File: config.mk
export PLATFORM = sky130hd
export DESIGN_NAME = gf180mcu_fd_sc_mcu7t5v0__oai32_selftest
export DESIGN_NICKNAME = d
export VERILOG_FILES = /design/src/rtl/gf180mcu_fd_sc_mcu7t5v0__oai32_selftest.sv
export SDC_FILE = /design/constraint.sdc
export NUM_CORES = 1
export LEC_CHECK = 0
export ABC_CLOCK_PERIOD_IN_PS = 2400
export CORE_MARGIN = 2
export CORE_UTILIZATION = 54
export CTS_BUF_LIST = sky130_fd_sc_hd__clkbuf_8
export DETAILED_ROUTE_END_ITERATION = 10
export GPL_TIMING_DRIVEN = 0
export PLACE_DENSITY = 0.88
export SLEW_MARGIN = 40
export SYNTH_ARGS = -nofsm -noshare
export SYNTH_HDL_FRONTEND = slang
export SYNTH_SLANG_ARGS = --single-unit
File: constraint.sdc
create_clock -name CLK -period 2.4 [get_ports CLK]
set_input_delay 0.36 -clock CLK [delete_from_list [all_inputs] [get_ports CLK]]
set_output_delay 0.36 -clock CLK [all_outputs]
set_load 0.05 [all_outputs]
File: src/rtl/gf180mcu_fd_sc_mcu7t5v0__oai32_selftest.sv
// Exhaustive self-test sequencer for the oai32 cell: walks all 32 input vectors, checks ZN, counts mismatches.
// Optional first-failure log built only when GF180MCU_FD_SC_MCU7T5V0__OAI32_SELFTEST_FAILLOG_EN is defined.
module gf180mcu_fd_sc_mcu7t5v0__oai32_selftest #(
  parameter int SETTLE_CYCLES = 2,
  parameter int ERR_W         = 6
) (
  input  logic             CLK,
  input  logic             RST,
  input  logic             START,
  output logic             A1,
  output logic             A2,
  output logic             A3,
  output logic             B1,
  output logic             B2,
  input  logic             ZN,
  output logic             BUSY,
  output logic             DONE,
  output logic             PASS,
  output logic [ERR_W-1:0] ERR_CNT,
  output logic             FAIL_VALID,
  output logic [4:0]       FAIL_VEC
);

  typedef enum logic [1:0] {S_IDLE, S_DRIVE, S_CAPTURE, S_DONE} state_t;

  localparam logic [3:0] LP_SETTLE_LAST = 4'(SETTLE_CYCLES - 1);

  state_t           r_state;
  logic [4:0]       r_v;
  logic [3:0]       r_cnt;
  logic [ERR_W-1:0] r_err;
  logic             r_busy;
  logic             r_done;
  logic             r_pass;

  logic             w_exp;
  logic             w_mis;
  logic             w_start_ok;
  logic [ERR_W-1:0] w_err_next;

  assign w_exp      = ~((|r_v[2:0]) & (|r_v[4:3]));
  assign w_mis      = (r_state == S_CAPTURE) && (ZN != w_exp);
  assign w_start_ok = START && ((r_state == S_IDLE) || (r_state == S_DONE));
  // Saturate rather than wrap so a narrow counter never reports a false pass.
  assign w_err_next = (w_mis && !(&r_err)) ? r_err + ERR_W'(1) : r_err;

  // NOTE: r_v doubles as the pin register; it returns to 0 outside a run so pins idle low.
  always_ff @(posedge CLK or posedge RST) begin
    if (RST) begin
      r_state <= S_IDLE;
      r_v     <= '0;
      r_cnt   <= '0;
      r_err   <= '0;
      r_busy  <= 1'b0;
      r_done  <= 1'b0;
      r_pass  <= 1'b0;
    end else begin
      case (r_state)
        S_IDLE, S_DONE: begin
          if (START) begin
            r_state <= S_DRIVE;
            r_v     <= '0;
            r_cnt   <= '0;
            r_err   <= '0;
            r_busy  <= 1'b1;
            r_done  <= 1'b0;
            r_pass  <= 1'b0;
          end
        end
        S_DRIVE: begin
          if (r_cnt == LP_SETTLE_LAST) begin
            r_state <= S_CAPTURE;
            r_cnt   <= '0;
          end else begin
            r_cnt <= r_cnt + 4'd1;
          end
        end
        S_CAPTURE: begin
          r_err <= w_err_next;
          if (r_v == 5'd31) begin
            r_state <= S_DONE;
            r_v     <= '0;
            r_busy  <= 1'b0;
            r_done  <= 1'b1;
            r_pass  <= (w_err_next == '0);
          end else begin
            r_state <= S_DRIVE;
            r_v     <= r_v + 5'd1;
          end
        end
        default: r_state <= S_IDLE;
      endcase
    end
  end

`ifdef GF180MCU_FD_SC_MCU7T5V0__OAI32_SELFTEST_FAILLOG_EN
  logic       r_fail_valid;
  logic [4:0] r_fail_vec;

  // The first mismatch of a run wins; later ones leave the record alone.
  always_ff @(posedge CLK or posedge RST) begin
    if (RST) begin
      r_fail_valid <= 1'b0;
      r_fail_vec   <= '0;
    end else if (w_start_ok) begin
      r_fail_valid <= 1'b0;
      r_fail_vec   <= '0;
    end else if (w_mis && !r_fail_valid) begin
      r_fail_valid <= 1'b1;
      r_fail_vec   <= r_v;
    end
  end

  assign FAIL_VALID = r_fail_valid;
  assign FAIL_VEC   = r_fail_vec;
`else
  logic w_unused;
  assign w_unused   = w_start_ok;
  assign FAIL_VALID = 1'b0;
  assign FAIL_VEC   = '0;
`endif

  assign A1      = r_v[0];
  assign A2      = r_v[1];
  assign A3      = r_v[2];
  assign B1      = r_v[3];
  assign B2      = r_v[4];
  assign BUSY    = r_busy;
  assign DONE    = r_done;
  assign PASS    = r_pass;
  assign ERR_CNT = r_err;

endmodule

Word-level counts from Yosys, hierarchy flattened
Index checks and enable logic that the tools add are counted.
{"block": "totals", "reg_bits": 20, "latchBits": 0, "ram_bits": 0, "rom_bits": 0, "out_inout_bits": 20, "word_cells": 57, "n_memories": 0}
{"block": "classes", "add_sub_neg": 3, "mul": 0, "div_mod_pow": 0, "magnitude_cmp": 0, "n_eq_ne": 9, "shift": 0, "mux": 21, "bitwise": 2, "n_reduce_logical": 15}
{"op": "$mux W6", "count": 2}
{"op": "$pmux W6 S2", "count": 1}
{"op": "$mux W5", "count": 2}
{"op": "$pmux W5 S2", "count": 1}
{"op": "$mux W4", "count": 2}
{"op": "$pmux W4 S2", "count": 1}
{"op": "$add A6 B1 Y6 const B", "count": 1}
{"op": "$logic_not A6 Y1", "count": 1}
{"op": "$mux W2", "count": 3}
{"op": "$pmux W1 S2", "count": 3}
{"op": "$pmux W2 S3", "count": 1}
{"op": "$reduce_and A2 Y1", "count": 3}
{"op": "$reduce_and A6 Y1", "count": 1}
{"op": "$add A5 B1 Y5 const B", "count": 1}
{"op": "$eq A5 B5 Y1 const B", "count": 1}
{"op": "$mux W1", "count": 5}
{"op": "$add A4 B1 Y4 const B", "count": 1}
{"op": "$eq A2 B2 Y1 const B", "count": 2}
{"op": "$eq A4 B1 Y1 const B", "count": 1}
{"op": "$ne A2 B2 Y1 const B", "count": 2}
{"op": "$reduce_bool A2 Y1", "count": 2}
{"op": "$reduce_or A2 Y1", "count": 2}
{"op": "$reduce_and A3 Y1", "count": 1}
{"op": "$reduce_or A3 Y1", "count": 1}
{"op": "8 further kinds", "count": 9}

Logic depth before layout (Yosys ltp)
{"block": "logic_depth", "ltp_word": 10, "depth_mapped": 7, "mapped_depth_nobuf": 7}

Worst setup path after synthesis
No wires, ideal clock.
{"block": "synth_timing", "kind": "register to register", "start": "register r_v[0]", "end": "register r_pass, in the netlist PASS", "setup_time_ps": 104, "arrival_ps": 2306, "path_slack_ps": -10, "stages_incl_launch_ff": 8, "n_path_buf": 0, "synth_period_minus_slack_ps": 2410, "cell_sequence": "dfrtp_1 -> inv_1 -> ha_1 -> nor2b_2 -> o211a_1 -> o21ai_1 -> mux2_2 -> o41ai_2"}
{"block": "synth_between", "elab_chain_cells": 10, "elab_cells_between_ends": 13, "classes_between": "eq/ne (3); mux (3); bitwise (2); reduce/logical (5)"}
{"element": "from (decl)", "line_no": "29", "text": "logic [4:0] r_v;"}
{"element": "from (signal assigned)", "line_no": "88", "text": "r_v <= r_v + 5'd1;"}
{"element": "$reduce_or A3 Y1", "line_no": "41", "text": "assign w_exp = ~((|r_v[2:0]) & (|r_v[4:3]));"}
{"element": "$and A1 B1 Y1", "line_no": "41"}
{"element": "$not A1 Y1", "line_no": "41"}
{"element": "$ne A1 B1 Y1", "line_no": "42", "text": "assign w_mis = (r_state == S_CAPTURE) && (ZN != w_exp);"}
{"element": "$logic_and A1 B1 Y1", "line_no": "42"}
{"element": "$logic_and A1 B1 Y1", "line_no": "45", "text": "assign w_err_next = (w_mis && !(&r_err)) ? r_err + ERR_W'(1) : r_err;"}
{"element": "$mux W6", "line_no": "45"}
{"element": "$logic_not A6 Y1", "line_no": "85", "text": "r_pass <= (w_err_next == '0);"}
{"element": "$mux W1", "line_no": "80", "text": "if (r_v == 5'd31) begin"}
{"element": "$pmux W1 S2", "line_no": "58", "text": "case (r_state)"}
{"element": "to (signal assigned)", "line_no": "85"}
{"element": "to (decl)", "line_no": "34", "text": "logic r_pass;"}
Several ways; a longest one is shown, not always the timed one. The select of a mux whose other input is x is not followed.
A chain may end at the register's enable or synchronous reset.

Final worst setup path
Same ends and word-level chain as after synthesis.

==> results.txt <==
The worst-case IR drop observed on VDD is 522 uV. The aggregate global routing overflow came out at 0. The TritonCTS buffer count came out at 3. The maximum net fanout on the critical path came out at 5.

Prior to clock tree synthesis, the placed netlist has a worst setup slack of around 0.24 ns. The detailed-routing iteration count for the pre-antenna-repair pass is 4. The highest clock rate is around 450 MHz.

The endpoint required time on the critical path came out at roughly 2.6 ns. The post-cts hold buffer count came out at 0. The minimum setup slack in the final design came out at 0.196 ns. The fraction of the core area covered by cells at the end of the flow is 0.702. By area the synthesized netlist is led by sky130_fd_sc_hd__dfrtp_1, sky130_fd_sc_hd__ha_1, sky130_fd_sc_hd__nand2_1. For this design the static power due to leakage is around 0.74 nW. After synthesis the cells add up to about 1300 um^2. Setup repair after global routing left no endpoint under its margin. Dividing the synthesized area by the synthesized cell count gives 8.59 um^2.

Of the cells placed in the final design, the portion with a size suffix greater than 1 is 0.106. From bottom edge to top edge, the die measures approximately 53 um. In this run the worst hold path is classified as in2async. Dividing total power by cell area gives a power density of 891 nW/um^2.

The post-CTS clock slew at the launch and capture registers of the worst setup and hold paths came out at about 0.08 ns. The count of filler cells inserted in the layout came out at 188. The share of the clock period used by the worst path is 0.918. Yosys mapped the design onto 36 distinct sky130hd cell types. The DRC violation total after the first TritonRoute iteration came out at 35. The area growth from synthesis to layout is 19.7%. For this configuration, the core starts out at a cell density of 0.587.

The routed wire length per instance is 14.7 um. The number of buffers between clock root and the deepest sink is 2. The full die area is approximately 2900 um^2. The clock sink total is 20. Counting flops and latches in the post-synthesis netlist gives 20. The number of nets with antenna violations after detailed routing came out at 0. The final max-slew violation count came to 0. The slew at the pin with the worst max-slew slack is between 0.7 and 0.8 ns.

After the last flow step, the layout net total stands at 191. The signal on the critical path passes through inv_1 -> ha_1 -> nor2b_2 -> o211a_1 -> o21ai_1 -> mux2_2 -> o41ai_2. The worst setup path is of the reg2reg kind. The top-area cell type share of the netlist area came out at 0.378. The storage element area came out at between 500 and 600 um^2. The highest cell delay on the worst timing path is slightly above 0.4 ns. The hold violation total from the final report is 0. The antenna diode count is 0. The sum of negative setup slack came out at 0 ns. The most common flop cell mapped by yosys is sky130_fd_sc_hd__dfrtp_1. For the worst-skew pair, the clock arrives at the later sink with an insertion delay of about 0.26 ns. Using the TritonRoute via totals, the vias-per-cell ratio works out to 5.82.

The relative slew slack is 0.522. Leaving out fill and tap cells, the most frequent cells in the layout are sky130_fd_sc_hd__dfrtp_1, sky130_fd_sc_hd__nand2_1, sky130_fd_sc_hd__clkdlybuf4s50_1. The post-synthesis sequential area ratio came out at 0.378. The number of max-cap violations came out at 0. The total half-perimeter wirelength after legalization and detailed placement came out at 2.23 mm. The total number of placement rows came out at 17. The slowest stage of the critical path belongs to the cell sky130_fd_sc_hd__dfrtp_2.

The overall track demand over capacity in global routing is 0.245. The worst setup path is captured at a flop. After clock tree synthesis, the repair step resized 0 gates. The first global-routing pass estimated 5.11 mm of wire. The area inside the core boundary is between 2000 and 2500 um^2. Yosys mapped a number of flops with a built-in enable equal to 0.

The H-tree depth is 1. The worst clock skew is roughly 0.0070 ns. The post-CTS setup buffer count is 0. The count of buffers inserted at the top-level ports is 16.

The number of buffers and inverters on the critical path is 1. The post-layout total power is 1.41 mW. TritonCTS built the clock tree.

The maximum number of pins on one net before global-route repair is 21. The total number of yosys warnings came out at 0. In this run the clock root is driven by a sky130_fd_sc_hd__clkbuf_8. The flow ran to the end, and the final reports show no timing, DRC or antenna violations.

The commonest non-fill, non-tap cell in the layout is sky130_fd_sc_hd__dfrtp_1. In this design, the largest share of critical-path delay is due to compound AO/OA/AOI/OAI gates. The routed layout has between 1,000 and 1,500 vias. The routed wire length came out at between 3 and 4 mm. The initial antenna violation count is 0. The post-route DRC violation count is 0. The via count of the first global-routing pass is ~1,200.

The final weighted congestion in routability-driven placement came out at just over 0.8. The largest total area in the synthesized netlist belongs to sky130_fd_sc_hd__dfrtp_1. The arrival time at the worst endpoint is 2.36 ns. The boundary pin count is 24. The fraction of registers with async set/reset came out at 1.00. The area occupied by multi-input gates is 738 um^2. The smallest clock period supported by the final layout is computed as between 2 and 2.5 ns. Counting every instance in the synthesized netlist gives roughly 150. The number of endpoints failing setup at the final stage came out at 0.

The kind of launch point of the worst setup path is a flop. The x dimension of the die is about 53 um.
[worst paths after layout]
path	slack (ns)	end	cells past startpoint	startpoint
min	0.40	r_v[1]$_DFFE_PP0P_	2	RST
max reg2reg	0.20	PASS$_DFFE_PP0P_	7	r_v[0]$_DFFE_PP0P_
max in group asynchronous	1.67	r_v[0]$_DFFE_PP0P_	2	RST
min reg2reg	0.55	BUSY$_DFFE_PP0P_	2	BUSY$_DFFE_PP0P_
min in group CLK	0.55	BUSY$_DFFE_PP0P_	2	BUSY$_DFFE_PP0P_
max	0.20	PASS$_DFFE_PP0P_	7	r_v[0]$_DFFE_PP0P_
[power by group]
group	internal [mW]	switching, mW
Sequential	0.395	0.0607
Clock	0.114	0.117
Combinational	0.221	0.503
Total	0.730	0.681
[synth_stat cells, types with 2 or more instances]
cell type / number
sky130_fd_sc_hd__nor3_1: 6
sky130_fd_sc_hd__dfrtp_1: 20
sky130_fd_sc_hd__nor2b_1: 2
sky130_fd_sc_hd__clkbuf_1: 4
sky130_fd_sc_hd__nor2_1: 14
sky130_fd_sc_hd__ha_1: 7
sky130_fd_sc_hd__o21ai_0: 13
sky130_fd_sc_hd__a21o_1: 3
sky130_fd_sc_hd__a21oi_1: 10
sky130_fd_sc_hd__buf_4: 6
sky130_fd_sc_hd__nand2_1: 18
sky130_fd_sc_hd__a22o_1: 4
sky130_fd_sc_hd__o21ai_1: 3
sky130_fd_sc_hd__mux2i_1: 5
sky130_fd_sc_hd__inv_1: 9
sky130_fd_sc_hd__a32o_1: 2
sky130_fd_sc_hd__and3_1: 2
sky130_fd_sc_hd__nand3_1: 8
[per-stage QoR]
stage	area (um^2)	cells	hold WS, ns
floorplan	1340	159	0.324
global placement	1540	203	0.502
detailed placement	1540	203	0.519
CTS	1580	207	0.543
global route	1580	207	0.445
finish	1580	207	0.404
[sequential cells by signal, summed over array words and instances (netlist names)]
name and cells:
PASS 1, r_cnt 4, r_state 2, r_v 5, DONE 1, BUSY 1, ERR_CNT 6
[worst reg2reg max path: cells and delay by family, from the launching register on]
kind	cells	cell delay, ns
flip-flops	1	0.41
multiplexers	1	0.38
AND/OR/NAND/NOR	1	0.17
AO/OA/AOI/OAI	3	0.88
buffers and inverters	1	0.07
adder cells (fa/ha/maj)	1	0.18
[final cells by class]
| cell class | instances | area share |
|---|---|---|
| clock buffer | 3 | 0.0261 |
| buffer | 11 | 0.0411 |
| timing repair buffer | 16 | 0.101 |
| clock inverter | 1 | 0.00237 |
| sequential | 20 | 0.317 |
| inverter | 10 | 0.0237 |
| tap | 28 | 0.0221 |
| multi-input combinational | 118 | 0.466 |
[per-layer routing]
layer  vias up  track usage  routed length [um]
met5         -            0                   0
met4         0        0.120                  42
met3         5       0.0282                 113
met2        30        0.440                1610
met1       589        0.283                1270
li1        581            -                   -
[kinds of logic (layout without fill, tap and decap cells)]
logic type / Yosys count / count (layout) / share of synthesized area
xor gates and xnor gates: 1 / 1 / 0.00662
other: 1 / 6 / 0.00284
adders and majority gates: 7 / 7 / 0.0662
AOI/OAI and AO/OA: 45 / 45 / 0.232
muxes: 6 / 6 / 0.0464
and+or+nand+nor: 53 / 53 / 0.190
DFF: 20 / 20 / 0.378
buffers and inverters: 21 / 41 / 0.0776
Power figures use the tool's default switching activity.
